===== src/rtl/hc595_chain_drv.sv =====
`default_nettype none
// +--------------------------------------------------------------------------+
// | Module   : hc595_chain_drv                                               |
// | Purpose  : Serial driver for a cascade of 74HC595 shift registers.       |
// |            Accepts a parallel frame on a load handshake, shifts it out   |
// |            on ds/shcp at sys_clk/CLK_DIV, latches it with stcp and       |
// |            pulses done.                                                  |
// | Option   : HC595_AUTO_REFRESH_EN - continuous refresh with one pending   |
// |            frame buffer (undefined: one-shot frames).                    |
// | Revision : 1.0 - initial release                                         |
// +--------------------------------------------------------------------------+
module hc595_chain_drv #(
  parameter int CHAIN_BITS = 16,
  parameter int CLK_DIV    = 4,
  parameter bit MSB_FIRST  = 1'b1
) (
  input  logic                  sys_clk,
  input  logic                  sys_rst_n,
  input  logic [CHAIN_BITS-1:0] data_in,
  input  logic                  load,
  output logic                  ready,
  output logic                  busy,
  output logic                  done,
  output logic                  ds,
  output logic                  shcp,
  output logic                  stcp,
  output logic                  oe
);

  localparam int DIV_W = (CLK_DIV > 2) ? $clog2(CLK_DIV) : 1;
  localparam int BIT_W = $clog2(CHAIN_BITS);

  localparam logic [DIV_W-1:0] C_DIV_LAST = DIV_W'(CLK_DIV - 1);
  localparam logic [DIV_W-1:0] C_DIV_HALF = DIV_W'(CLK_DIV / 2);
  localparam logic [BIT_W-1:0] C_BIT_LAST = BIT_W'(CHAIN_BITS - 1);

  localparam logic [1:0] S_IDLE  = 2'd0;
  localparam logic [1:0] S_SHIFT = 2'd1;
  localparam logic [1:0] S_LATCH = 2'd2;

`ifdef HC595_AUTO_REFRESH_EN
  localparam bit C_ONE_SHOT = 1'b0;
`else
  localparam bit C_ONE_SHOT = 1'b1;
`endif

  logic [1:0]            r_state;
  logic [1:0]            w_state_nxt;
  logic [DIV_W-1:0]      r_div_cnt;
  logic [BIT_W-1:0]      r_bit_cnt;
  logic [BIT_W-1:0]      w_bit_idx;
  logic [CHAIN_BITS-1:0] r_frame;
  logic                  r_busy, r_done, r_ds, r_shcp, r_stcp, r_oe;
  logic                  w_busy_nxt, w_done_nxt, w_ds_nxt, w_shcp_nxt, w_stcp_nxt;
  logic                  w_accept, w_div_wrap, w_latch_end;

  assign w_accept    = load && ready;
  assign w_div_wrap  = (r_div_cnt == C_DIV_LAST);
  assign w_latch_end = (r_state == S_LATCH) && w_div_wrap;

  // Map the bit counter to a frame index according to shift order
  generate
    if (MSB_FIRST) begin : g_msb_first
      assign w_bit_idx = C_BIT_LAST - r_bit_cnt;
    end else begin : g_lsb_first
      assign w_bit_idx = r_bit_cnt;
    end
  endgenerate

  // State register
  always_ff @(posedge sys_clk or negedge sys_rst_n) begin
    if (!sys_rst_n) r_state <= S_IDLE;
    else            r_state <= w_state_nxt;
  end

  // Next-state logic
  always_comb begin
    w_state_nxt = r_state;
    case (r_state)
      S_IDLE:  if (w_accept) w_state_nxt = S_SHIFT;
      S_SHIFT: if (w_div_wrap && (r_bit_cnt == C_BIT_LAST)) w_state_nxt = S_LATCH;
      S_LATCH: if (w_div_wrap) w_state_nxt = C_ONE_SHOT ? S_IDLE : S_SHIFT;
      default: w_state_nxt = S_IDLE;
    endcase
  end

  // Divider and bit counters; both held at zero while idle
  always_ff @(posedge sys_clk or negedge sys_rst_n) begin
    if (!sys_rst_n) begin
      r_div_cnt <= '0;
      r_bit_cnt <= '0;
    end else if (r_state == S_IDLE) begin
      r_div_cnt <= '0;
      r_bit_cnt <= '0;
    end else begin
      r_div_cnt <= w_div_wrap ? '0 : r_div_cnt + DIV_W'(1);
      if ((r_state == S_SHIFT) && w_div_wrap)
        r_bit_cnt <= (r_bit_cnt == C_BIT_LAST) ? '0 : r_bit_cnt + BIT_W'(1);
    end
  end

  // Output decode from current state/counters; registered one cycle later
  always_comb begin
    w_busy_nxt = r_busy;
    if ((r_state == S_IDLE) && w_accept)   w_busy_nxt = 1'b1;
    else if (w_latch_end && C_ONE_SHOT)    w_busy_nxt = 1'b0;
    w_done_nxt = w_latch_end;
    w_ds_nxt   = ((r_state == S_SHIFT) && (r_div_cnt == '0)) ? r_frame[w_bit_idx] : r_ds;
    w_shcp_nxt = (r_state == S_SHIFT) && (r_div_cnt >= C_DIV_HALF);
    w_stcp_nxt = (r_state == S_LATCH) && (r_div_cnt >= C_DIV_HALF);
  end

  // Pin/status registers; oe releases on the first latch pulse
  always_ff @(posedge sys_clk or negedge sys_rst_n) begin
    if (!sys_rst_n) begin
      r_busy <= 1'b0;
      r_done <= 1'b0;
      r_ds   <= 1'b0;
      r_shcp <= 1'b0;
      r_stcp <= 1'b0;
      r_oe   <= 1'b1;
    end else begin
      r_busy <= w_busy_nxt;
      r_done <= w_done_nxt;
      r_ds   <= w_ds_nxt;
      r_shcp <= w_shcp_nxt;
      r_stcp <= w_stcp_nxt;
      if (w_stcp_nxt) r_oe <= 1'b0;
    end
  end

`ifdef HC595_AUTO_REFRESH_EN
  logic [CHAIN_BITS-1:0] r_pend;
  logic                  r_pend_vld;

  // Frame register plus one-deep pending buffer swapped in at frame end
  always_ff @(posedge sys_clk or negedge sys_rst_n) begin
    if (!sys_rst_n) begin
      r_frame    <= '0;
      r_pend     <= '0;
      r_pend_vld <= 1'b0;
    end else begin
      if (w_accept && (r_state == S_IDLE)) begin
        r_frame <= data_in;
      end else if (w_accept) begin
        r_pend     <= data_in;
        r_pend_vld <= 1'b1;
      end else if (w_latch_end && r_pend_vld) begin
        r_frame    <= r_pend;
        r_pend_vld <= 1'b0;
      end
    end
  end

  assign ready = ~r_pend_vld;
`else
  // Frame register, captured only when a load is accepted
  always_ff @(posedge sys_clk or negedge sys_rst_n) begin
    if (!sys_rst_n)    r_frame <= '0;
    else if (w_accept) r_frame <= data_in;
  end

  assign ready = ~r_busy;
`endif

  assign busy = r_busy;
  assign done = r_done;
  assign ds   = r_ds;
  assign shcp = r_shcp;
  assign stcp = r_stcp;
  assign oe   = r_oe;

endmodule
`default_nettype wire


===== config.mk =====
export PLATFORM = sky130hd
export DESIGN_NAME = hc595_chain_drv
export DESIGN_NICKNAME = d
export VERILOG_FILES = /design/src/rtl/hc595_chain_drv.sv
export SDC_FILE = /design/constraint.sdc
export NUM_CORES = 1
export LEC_CHECK = 0
export ABC_AREA = 1
export CAP_MARGIN = 5
export CORE_ASPECT_RATIO = 1.1
export CORE_MARGIN = 8
export CORE_UTILIZATION = 46
export CTS_CLUSTER_DIAMETER = 150
export CTS_CLUSTER_SIZE = 16
export DETAILED_ROUTE_END_ITERATION = 8
export PLACE_DENSITY_LB_ADDON = 0.25
export SLEW_MARGIN = 25
export SYNTH_ARGS = -nofsm -noshare
export SYNTH_HDL_FRONTEND = slang
export SYNTH_SLANG_ARGS = --single-unit

===== constraint.sdc =====
create_clock -name sys_clk -period 1.1 [get_ports sys_clk]
set_input_delay 0.11 -clock sys_clk [delete_from_list [all_inputs] [get_ports sys_clk]]
set_output_delay 0.11 -clock sys_clk [all_outputs]
set_load 0.005 [all_outputs]

* After elaboration in Yosys (flattened, before gate mapping) *
Index checks and enable logic that the tools add are counted.

operators by class
  $add $sub $neg = 3
  multipliers = 0
  div/mod/pow operators = 0
  order comparisons = 2
  eq/ne operators = 7
  shifts and indexed selects = 0
  muxes and demuxes = 13
  bitwise operators = 1
  reduce and logical (&&, ||, !) cells = 13

operator list
  kind                                                                   count
  4-bit 2-to-1 mux                                                       3
  2-bit 2-to-1 mux                                                       5
  1-bit logical AND                                                      8
  2-bit != test, second input constant                                   3
  2-bit case mux with 3 select lines                                     1
  4-bit by 5-bit < comparator with 1-bit output, second input constant   1
  4-bit by 1-bit adder with 4-bit output, second input constant          1
  1-bit binary-select mux with 4-bit select                              1
  2-bit equality test, second input constant                             2
  4-bit equality test, second input constant                             1
  2-bit zero test                                                        2
  2-bit nonzero test                                                     2
  4-bit subtractor, first input constant                                 1
  1-bit 2-to-1 mux                                                       3
  3-bit AND reduction                                                    1
  2-bit by 1-bit adder with 2-bit output, second input constant          1
  2-bit by 1-bit equality test with 1-bit output, second input constant  1
  2-bit greater-or-equal comparator, second input constant               1
  1-bit NOT                                                              1

word-level totals
  register bits = 30
  latch bits = 0
  bits in writable memories = 0
  bits in read-only memories = 0
  input port bits = 19
  output and inout bits = 7
  word-level logic and storage cells = 49
  memories = 0

* Longest topological paths before layout *
  depth after elaboration = 4
  gate-level depth with buffers = 7
  gate-level depth less buffers = 7

* Worst setup path before layout *
No wires, ideal clock.

  path kind = register to register
  from = reg r_bit_cnt[1]
  to = reg r_state[1]
  library setup time = 0.128 ns
  arrival = 0.968 ns
  data required time = 0.972 ns
  path slack = 0.004 ns
  cell stages (with the launch flop) = 6
  path buffers = 0
  clock period less this slack = 1.096 ns
  cell sequence = dfrtp_1 ha_1 inv_1 nor2_1 a21oi_1 o22ai_1

between the ends
  cells in the longest elaborated chain, start to end = 4

ends and longest elaborated chain
  what                                  RTL line  RTL
  start, declared                       50        logic [BIT_W-1:0] r_bit_cnt;
  start signal, assigned                98        r_bit_cnt <= (r_bit_cnt == C_BIT_LAST) ? '0 : r_bit_cnt + BIT_W'(1);
  4-bit equality test                   81        S_SHIFT: if (w_div_wrap && (r_bit_cnt == C_BIT_LAST)) w_state_nxt = S_LATCH;
  1-bit logical AND                     81
  2-bit != test (no source line)        -
  3-bit AND reduction (no source line)  -
  end signal, assigned                  73        else r_state <= w_state_nxt;
  end, declared                         47        logic [1:0] r_state;

Every way passes these cells.
A chain may end at the register's enable or synchronous reset.

* Worst setup path in the final report *
  from = reg r_div_cnt[1]
  to = reg r_ds (netlist: ds)

between the ends
  cells in the longest elaborated chain, start to end = 2

ends and longest elaborated chain
  what                    RTL line  RTL
  start, declared         49        logic [DIV_W-1:0] r_div_cnt;
  start signal, assigned  96        r_div_cnt <= w_div_wrap ? '0 : r_div_cnt + DIV_W'(1);
  2-bit zero test         108       w_ds_nxt = ((r_state == S_SHIFT) && (r_div_cnt == '0)) ? r_frame[w_bit_idx] : r_ds;
  1-bit logical AND       108
  end signal, assigned    125       r_ds <= w_ds_nxt;
  end, declared           53        logic r_busy, r_done, r_ds, r_shcp, r_stcp, r_oe;

Every way passes these cells.

==> run_results.csv <==
group,metric,value,unit
outcome,status,"finished with violations",
outcome,violations,"setup timing",
logic_synthesis,syn-num-nets,195,
placed_design,hpwl,2080,um
setup_path,crit_start,"r_div_cnt[1]",
logic_synthesis,ys_ff_latch,30,
logic_synthesis,synth_top_area_share,0.511,
die,start_util,0.474,
layout,fin_cells,255,
setup_path,reg2reg_depth,7,
global_routing,antenna_found_initial,0,
logic_synthesis,netlist-cell-type-count,25,
timing,setup_ws,-0.0611,ns
routing,num_vias,1234,
setup_path,crit_required,1.32,ns
logic_synthesis,synth_area,0.00142,mm^2
layout,layout_common_cells,"nand2_1 (57), dfrtp_1 (28), clkdlybuf4s50_1 (18)",
logic_synthesis,syn_inst,172,
timing,hold_viol,0,
logic_synthesis,syn_area_per_cell,8.25,um^2
timing,rsz0062_at_grt,"yes",
setup_path,crit_type,"reg2reg",
die,dieArea,0.00512,mm^2
clocking,cts_tree,"yes",
routing,ant_nets,0,
global_routing,first_global_vias,1258,
layout,insertedDiodeCount,0,
timing,period_share,1.06,
setup_path,reg2reg_from,"r_div_cnt[1]",
power_and_ir_drop,leakagePower,1.01,nW
layout,area_growth,45.7,%
timing,skew,0.00521,ns
worst_hold_path,min_path_type,"in2async",
timing,slew_violations,0,
global_routing,grt_overflow,0,
timing,fmaxAchievable,861,MHz
logic_synthesis,ys_warn_count,0,
clocking,clk_pin_slew,0.09,ns
logic_synthesis,yosysTopAreaCell,"dfrtp_1",
layout,layout_commonest_cell,"nand2_1",
die,io_pins,26,
placed_design,placedCellCount,240,
setup_path,crit_fanout,3,
layout,final_layout_size_suffix_gt1_frac,0.290,
clocking,insertion_delay,0.32,ns
routing,route.detailed.wl_per_inst,12.6,um
setup_path,critPathCaptureType,"flip-flop",
clocking,cts_buffers,5,
clocking,cts_buffer_depth,2,
timing,setup_viol,6,
clocking,clock_sinks,30,
power_and_ir_drop,ir_drop,0.921,mV
placed_design,io_buffers,25,
timing,hold_slack,0.142,ns
die,die_x,69.0,um
routing,wl,3210,um
global_routing,grt_use_total,0.133,
clocking,cts-root-buf,"clkbuf_4",
logic_synthesis,synthTopCellsByArea,"dfrtp_1 (51%), nand2_1 (16%), inv_1 (5.3%)",
die,core_area,0.00300,mm^2
die,num_rows,21,
timing,min_period,1.16,ns
placed_design,gp_congestion,0.796,
clocking,ctsHoldBuffers,0,
layout,nets,243,
setup_path,crit_arrival,1.38,ns
routing,drt_iter0_drc,40,
clocking,cts_htree_levels,2,
routing,drt_pre_antenna_iters,4,
timing,worst-slew-pin-transition,0.212,ns
routing,viasPerCell,4.84,
setup_path,cp-start-kind,"flip-flop",
run,cap_violations,0,
power_and_ir_drop,p_per_area,900,mW/mm^2
routing,drc,0,
global_routing,grt_start_max_net_pins,31,
global_routing,grt_first_pass_wirelength,5150,um
die,die_y,74.3,um
timing,max_slew_margin,0.859,
logic_synthesis,yosysSeqAreaShare,0.530,
==> power breakdown <==
part / internal, mW / switching [mW] / total, mW
Combinational: 0.0624 / 0.0309 / 0.0934
Sequential: 1.10 / 0 / 1.10
Clock: 0.315 / 0.350 / 0.665
==> metrics by stage <==
stage | total power, mW | util | worst slack, ns | cell area, um^2 | TNS [ns]
detailed placement | 1.22 | 0.602 | -0.0508 | 1800 | -0.182
floorplan | 1.12 | - | 0.00367 | 1420 | 0
global placement | 1.22 | 0.602 | -0.0503 | 1800 | -0.0738
finish | 1.86 | 0.690 | -0.0611 | 2070 | -0.175
CTS | 1.88 | 0.640 | -0.0811 | 1920 | -0.206
global route | 1.94 | 0.690 | -0.164 | 2070 | -0.886
==> registers in the layout, summed over array words and instances, names as in the netlist <==
register   flops
stcp           1
r_frame       16
shcp           1
r_bit_cnt      4
ds             1
done           1
r_state        2
r_div_cnt      2
busy           1
oe             1
==> per-layer routing <==
layer  GRT usage  wire length [um]
met1       0.154              1440
met2       0.204              1520
met3      0.0512               185
met4      0.0714                64
met5           0                 0
==> worst max-delay path: stages (launching register included) <==
cell and delay (ns):
dfrtp_1 0.43, inv_2 0.08, ha_4 0.17, inv_4 0.05
nor2_4 0.03, or2_0 0.21, inv_1 0.06, a21oi_2 0.03
==> layout make-up <==
cell class | count | area (um^2)
clock buffer | 8 | 58.8
fill | 244 | 928
inverter | 26 | 118
multi-input combinational | 113 | 632
sequential | 30 | 753
tap | 34 | 42.5
timing repair buffer | 44 | 463
==> worst paths after layout <==
| check | end | slack [ns] |
|---|---|---|
| setup / recovery | ds | -0.06 |
| hold / removal | r_frame[12] | 0.14 |
| setup reg to reg | ds | -0.06 |
| hold reg to reg | oe | 0.46 |
| max in group asynchronous | oe | 0.72 |
| min in group sys_clk | r_frame[0] | 0.31 |
==> Yosys cell counts, drive strengths merged <==
library cell,count
nand2,61
dfrtp,29
inv,26
o21ai,13
nand3,12
nor2,12
a21oi,5
ha,4
buf,3
nor3,2
dfstp,1
nor3b,1
o22ai,1
or2,1
xor2,1
==> kinds of logic (layout without fill, tap and decap cells) <==
| logic type | Yosys count | after routing | share of synthesized area |
|---|---|---|---|
| AOI/OAI and AO/OA | 19 | 19 | 0.0732 |
| xor gates and xnor gates | 1 | 1 | 0.00617 |
| adders and majority gates | 4 | 4 | 0.0353 |
| buffers and inverters | 29 | 78 | 0.0855 |
| DFF | 30 | 30 | 0.530 |
| and+or+nand+nor | 89 | 89 | 0.270 |
==> repair_timing <==
item,in CTS,in global routing
hold endpoints to repair,0,0
resized for setup,26,30
pin swaps,4,4
gates cloned,0,3
buffers inserted,2,2
setup endpoints to repair,14,22
Power figures use the tool's default switching activity.
